[src/rtl/hazard_ctrl.sv]
// Pipeline hazard controller: load-use stalls, taken-branch flushes and
// multi-cycle mul/div EX holds, plus a saturating stall-cycle counter.
module hazard_ctrl #(
  parameter int MD_LAT = 4,
  parameter int CNT_W  = 16
) (
  input  logic             clk,
  input  logic             rst_n,
  input  logic [4:0]       id_rs1,
  input  logic [4:0]       id_rs2,
  input  logic             id_use_rs1,
  input  logic             id_use_rs2,
  input  logic             ex_memread,
  input  logic [4:0]       ex_rd,
  input  logic             ex_branch_taken,
  input  logic             ex_md_start,
  output logic             pc_en,
  output logic             ifid_en,
  output logic             idex_en,
  output logic             exmem_en,
  output logic             memwb_en,
  output logic             ifid_r,
  output logic             idex_r,
  output logic             exmem_r,
  output logic             memwb_r,
  output logic             md_busy,
  output logic [CNT_W-1:0] stall_cnt
);

  typedef enum logic [0:0] {
    RUN     = 1'b0,
    MD_BUSY = 1'b1
  } state_t;

  // The start cycle itself is spent in RUN, hence the offset of two.
  localparam logic [3:0] MD_INIT = 4'(MD_LAT - 2);

  state_t           state_r;
  state_t           state_nxt_s;
  logic [3:0]       md_cnt_r;
  logic [3:0]       md_cnt_nxt_s;
  logic [CNT_W-1:0] stall_cnt_r;
  logic             load_use_s;
  logic             pc_en_s;
  logic             ifid_en_s;
  logic             idex_en_s;
  logic             exmem_en_s;
  logic             memwb_en_s;
  logic             ifid_r_s;
  logic             idex_r_s;
  logic             exmem_r_s;
  logic             memwb_r_s;

  assign load_use_s = ex_memread && (ex_rd != 5'd0) &&
                      ((id_use_rs1 && (ex_rd == id_rs1)) ||
                       (id_use_rs2 && (ex_rd == id_rs2)));

  // Next-state and pipeline enable/clear decode.
  always_comb begin
    state_nxt_s  = state_r;
    md_cnt_nxt_s = md_cnt_r;
    pc_en_s      = 1'b1;
    ifid_en_s    = 1'b1;
    idex_en_s    = 1'b1;
    exmem_en_s   = 1'b1;
    memwb_en_s   = 1'b1;
    ifid_r_s     = 1'b0;
    idex_r_s     = 1'b0;
    exmem_r_s    = 1'b0;
    memwb_r_s    = 1'b0;
    if (!rst_n) begin
      pc_en_s    = 1'b0;
      ifid_en_s  = 1'b0;
      idex_en_s  = 1'b0;
      exmem_en_s = 1'b0;
      memwb_en_s = 1'b0;
      ifid_r_s   = 1'b1;
      idex_r_s   = 1'b1;
      exmem_r_s  = 1'b1;
      memwb_r_s  = 1'b1;
    end else begin
      case (state_r)
        RUN: begin
          if (ex_md_start) begin
            pc_en_s      = 1'b0;
            ifid_en_s    = 1'b0;
            idex_en_s    = 1'b0;
            exmem_en_s   = 1'b0;
            exmem_r_s    = 1'b1;
            state_nxt_s  = MD_BUSY;
            md_cnt_nxt_s = MD_INIT;
          end else if (ex_branch_taken) begin
            ifid_r_s = 1'b1;
            idex_r_s = 1'b1;
          end else if (load_use_s) begin
            pc_en_s   = 1'b0;
            ifid_en_s = 1'b0;
            idex_r_s  = 1'b1;
          end else begin
            state_nxt_s = RUN;
          end
        end
        MD_BUSY: begin
          // Branch/start inputs are stale while EX is held, so they are ignored.
          if (md_cnt_r != 4'd0) begin
            pc_en_s      = 1'b0;
            ifid_en_s    = 1'b0;
            idex_en_s    = 1'b0;
            exmem_en_s   = 1'b0;
            exmem_r_s    = 1'b1;
            md_cnt_nxt_s = md_cnt_r - 4'd1;
          end else begin
            state_nxt_s = RUN;
          end
        end
        default: begin
          state_nxt_s  = RUN;
          md_cnt_nxt_s = 4'd0;
        end
      endcase
    end
  end

  // State and mul/div countdown registers.
  always_ff @(posedge clk or negedge rst_n) begin
    if (!rst_n) begin
      state_r  <= RUN;
      md_cnt_r <= 4'd0;
    end else begin
      state_r  <= state_nxt_s;
      md_cnt_r <= md_cnt_nxt_s;
    end
  end

  // Saturating count of cycles in which the PC was held.
  always_ff @(posedge clk or negedge rst_n) begin
    if (!rst_n) begin
      stall_cnt_r <= {CNT_W{1'b0}};
    end else if (!pc_en_s && (stall_cnt_r != {CNT_W{1'b1}})) begin
      stall_cnt_r <= stall_cnt_r + {{(CNT_W-1){1'b0}}, 1'b1};
    end else begin
      stall_cnt_r <= stall_cnt_r;
    end
  end

  assign pc_en     = pc_en_s;
  assign ifid_en   = ifid_en_s;
  assign idex_en   = idex_en_s;
  assign exmem_en  = exmem_en_s;
  assign memwb_en  = memwb_en_s;
  assign ifid_r    = ifid_r_s;
  assign idex_r    = idex_r_s;
  assign exmem_r   = exmem_r_s;
  assign memwb_r   = memwb_r_s;
  assign md_busy   = (state_r == MD_BUSY);
  assign stall_cnt = stall_cnt_r;

endmodule

[config.mk]
export PLATFORM = sky130hd
export DESIGN_NAME = hazard_ctrl
export DESIGN_NICKNAME = d
export VERILOG_FILES = /design/src/rtl/hazard_ctrl.sv
export SDC_FILE = /design/constraint.sdc
export NUM_CORES = 1
export LEC_CHECK = 0
export CAP_MARGIN = 20
export CELL_PAD_IN_SITES_DETAIL_PLACEMENT = 0
export CELL_PAD_IN_SITES_GLOBAL_PLACEMENT = 1
export CORE_ASPECT_RATIO = 0.9
export CORE_MARGIN = 1.5
export CORE_UTILIZATION = 32
export DETAILED_ROUTE_END_ITERATION = 8
export PLACE_DENSITY_LB_ADDON = 0.15
export SYNTH_ARGS = -nofsm -noshare
export SYNTH_HDL_FRONTEND = slang
export SYNTH_SLANG_ARGS = --single-unit
[constraint.sdc]
create_clock -name clk -period 2.35 [get_ports clk]
set_input_delay 0.235 -clock clk [delete_from_list [all_inputs] [get_ports clk]]
set_output_delay 0.235 -clock clk [all_outputs]
set_load 0.02 [all_outputs]
==> impl_metrics.py <==
metrics = {
    "status": {
        "status": "completed",
    },
    "finish": {
        "multiInputGateArea_um2": 643,
        "final_common_cell": "clkdlybuf4s50_1",
        "finalInstanceArea_mm2": 0.00187,
        "most-common-layout-cells": "clkdlybuf4s50_1, dfrtp_1, xor2_1, buf_4, xnor2_1",
        "diodes": 0,
        "fin_nets": 212,
        "seq_area_um2": 526,
        "area_growth_pct": 52.0,
        "num-fill-cells": 347,
        "utilization_pct": 50.5,
        "layout-drive-gt1-share_pct": 11.8,
    },
    "clock_tree": {
        "hold_buffers": 0,
        "clock_path_buffers": 2,
        "cts_buffers": 3,
        "clk_latency_ns": 0.26,
        "cts_resized": 4,
        "clkSinkCount": 21,
        "htreeDepth": 1,
        "cts_root_buf": "clkbuf_8",
        "clk_pin_slew_ns": 0.07,
        "cts_setup_buffers": 0,
        "cts_tree": "done",
    },
    "floorplanning": {
        "io_pins": 48,
        "die_y_um": 61.8,
        "die_area_mm2": 0.00423,
        "core_mm2": 0.00370,
        "dieWidth_um": 68.4,
        "start_util_pct": 33.2,
        "rows": 21,
    },
    "drt": {
        "routed-wl-met3_um": 96,
        "route.met2.wl_um": 1510,
        "drt_iter0_drc": 44,
        "wl_per_cell_um": 12.8,
        "dr.pass1.iters": 3,
        "drc": 0,
        "wl_met1_um": 1350,
        "routed_wl_um": 2980,
        "via_per_inst": 4.78,
        "vias": 1108,
        "ant_nets": 0,
        "highest_layer": "met4",
    },
    "grt": {
        "grt_overflow": 0,
        "grt_max_degree": 17,
        "grt_usage_pct": 16.2,
        "grt_pass1_wl_um": 5020,
        "grt_antenna_before_repair": 0,
        "grt_pass1_vias": 1068,
    },
    "sta": {
        "hold_slack_ns": 0.364,
        "fmax_mhz": 447,
        "hold_viol_final": 0,
        "slew_violations": 0,
        "setup_tns_ns": 0,
        "slew_headroom_pct": 64.2,
        "period_needed_ns": 2.24,
        "fin_worst_skew_ns": 0.00167,
        "rsz0062_at_grt": "no",
        "tightest_slew_ns": 0.532,
        "finalSetupViolations": 0,
        "final.period_utilization_pct": 95.2,
    },
    "place": {
        "gp_congestion": 0.782,
        "io_buffer_count": 47,
        "hpwl_um": 2470,
        "post_dp_cell_area_mm2": 0.00182,
    },
    "power_and_ir_drop": {
        "combPwrFrac_pct": 48.6,
        "seqPwrFrac_pct": 38.3,
        "power.density_mw_per_mm2": 944,
        "power.leakage_nw": 0.795,
        "p_sw_share_pct": 40.6,
        "p_int_mw": 1.05,
        "switching_power_mw": 0.718,
        "peakVddDrop_v": 0.000440,
        "p_clk_share_pct": 13.1,
    },
    "worst_setup_path": {
        "cp_max_fo": 3,
        "cp-start-kind": "input pin",
        "reg2reg_from": "stall_cnt[0]",
        "r2r_end": "stall_cnt[15]",
        "critPathKind": "in -> out",
        "r2r_setup_slack_ns": 0.28,
        "critPathArrivalTime_ns": 2.00,
        "r2r_cells": 8,
        "cp-startpoint": "ex_rd[1]",
        "end_kind": "output port",
        "cp.required_ns": 2.12,
    },
    "hold_path": {
        "holdCritPathClass": "in -> async",
    },
    "logic_synthesis": {
        "synth_seq_cells": 21,
        "syn_inst": 127,
        "syn-num-nets": 152,
        "ys_seq_area_share_pct": 42.7,
        "synth-edff-count": 0,
        "avgSynthCellArea_um2": 9.69,
        "yosys_warnings": 0,
        "async_reset_ff_share_pct": 100,
        "ys.flop_type": "dfrtp_1",
        "syn_area_mm2": 0.00123,
        "yosys.cell_types.count": 29,
    },
    "job": {
        "drv_cap": 0,
    },
}
[registers in the layout, summed over array words and instances (netlist names)]
register	cells
md_busy	1
md_cnt_r	4
stall_cnt	16
[per-layer routing]
layer	global-route usage [%]	up-vias
li1	-	560
met1	20.9	529
met2	26.8	15
met3	4.50	4
met4	4.29	0
met5	0	-
[critical path, cell delays in order]
cell	delay, ns
clkdlybuf4s50_1	0.41
or4_1	0.55
o21ai_2	0.18
nor3_1	0.07
a21oi_1	0.19
dlygate4sd2_1	0.36
[worst max path at each step]
stage,slack (ns),end
2_1_floorplan,0.04,pc_en
3_3_place_gp,-0.13,ifid_en
3_5_place_dp,-0.20,pc_en
4_1_cts,0.1,pc_en
5_1_grt,0.005,idex_en
6_report,0.11,pc_en
[Yosys cell counts (2+ instances only)]
cell type,instances,area [um^2]
xnor2_1,12,105
nor3_1,8,40.0
a21o_1,2,15.0
o21ai_0,5,25.0
buf_4,3,22.5
nand3_1,9,45.0
nor2_1,8,30.0
nand2_1,6,22.5
xor2_1,13,114
ha_1,3,37.5
inv_1,9,33.8
nor4_1,6,37.5
a21oi_1,2,10.0
dfrtp_1,21,526
nand4_1,6,37.5
[stage by stage]
stage                     setup WS (ns)  std cells  power, mW
after floorplan                  0.0399        127       1.14
after global placement           -0.126        228       1.53
after detailed placement         -0.196        228       1.56
after CTS                        0.0985        232       1.80
after global routing            0.00514        232       1.92
final                             0.112        232       1.77
[power groups by stage]
stage / Clock (mW) / Sequential, mW / Combinational, mW
after floorplan: 0 / 0.781 / 0.364
after global placement: 0 / 0.675 / 0.851
after detailed placement: 0 / 0.686 / 0.870
after CTS: 0.248 / 0.678 / 0.870
after global routing: 0.262 / 0.707 / 0.952
final: 0.232 / 0.677 / 0.858
[cell type report]
cell class	count	area share [%]
inverter	9	1.80
clock buffer	4	2.41
sequential	21	28.1
timing repair buffer	60	30.3
tap	46	3.07
multi-input combinational	92	34.4
[logic make-up (layout without fill, tap and decap cells)]
family / count (synthesis) / after routing / share of synthesized area, %
flops: 21 / 21 / 42.7
buf+inv: 14 / 73 / 5.89
mux: 1 / 1 / 0.915
compound gates: 14 / 14 / 7.83
xor+xnor: 25 / 25 / 17.8
fa+ha+maj: 3 / 3 / 3.05
simple gates: 49 / 49 / 21.9
No activity file was read; power rests on OpenSTA's default activity.
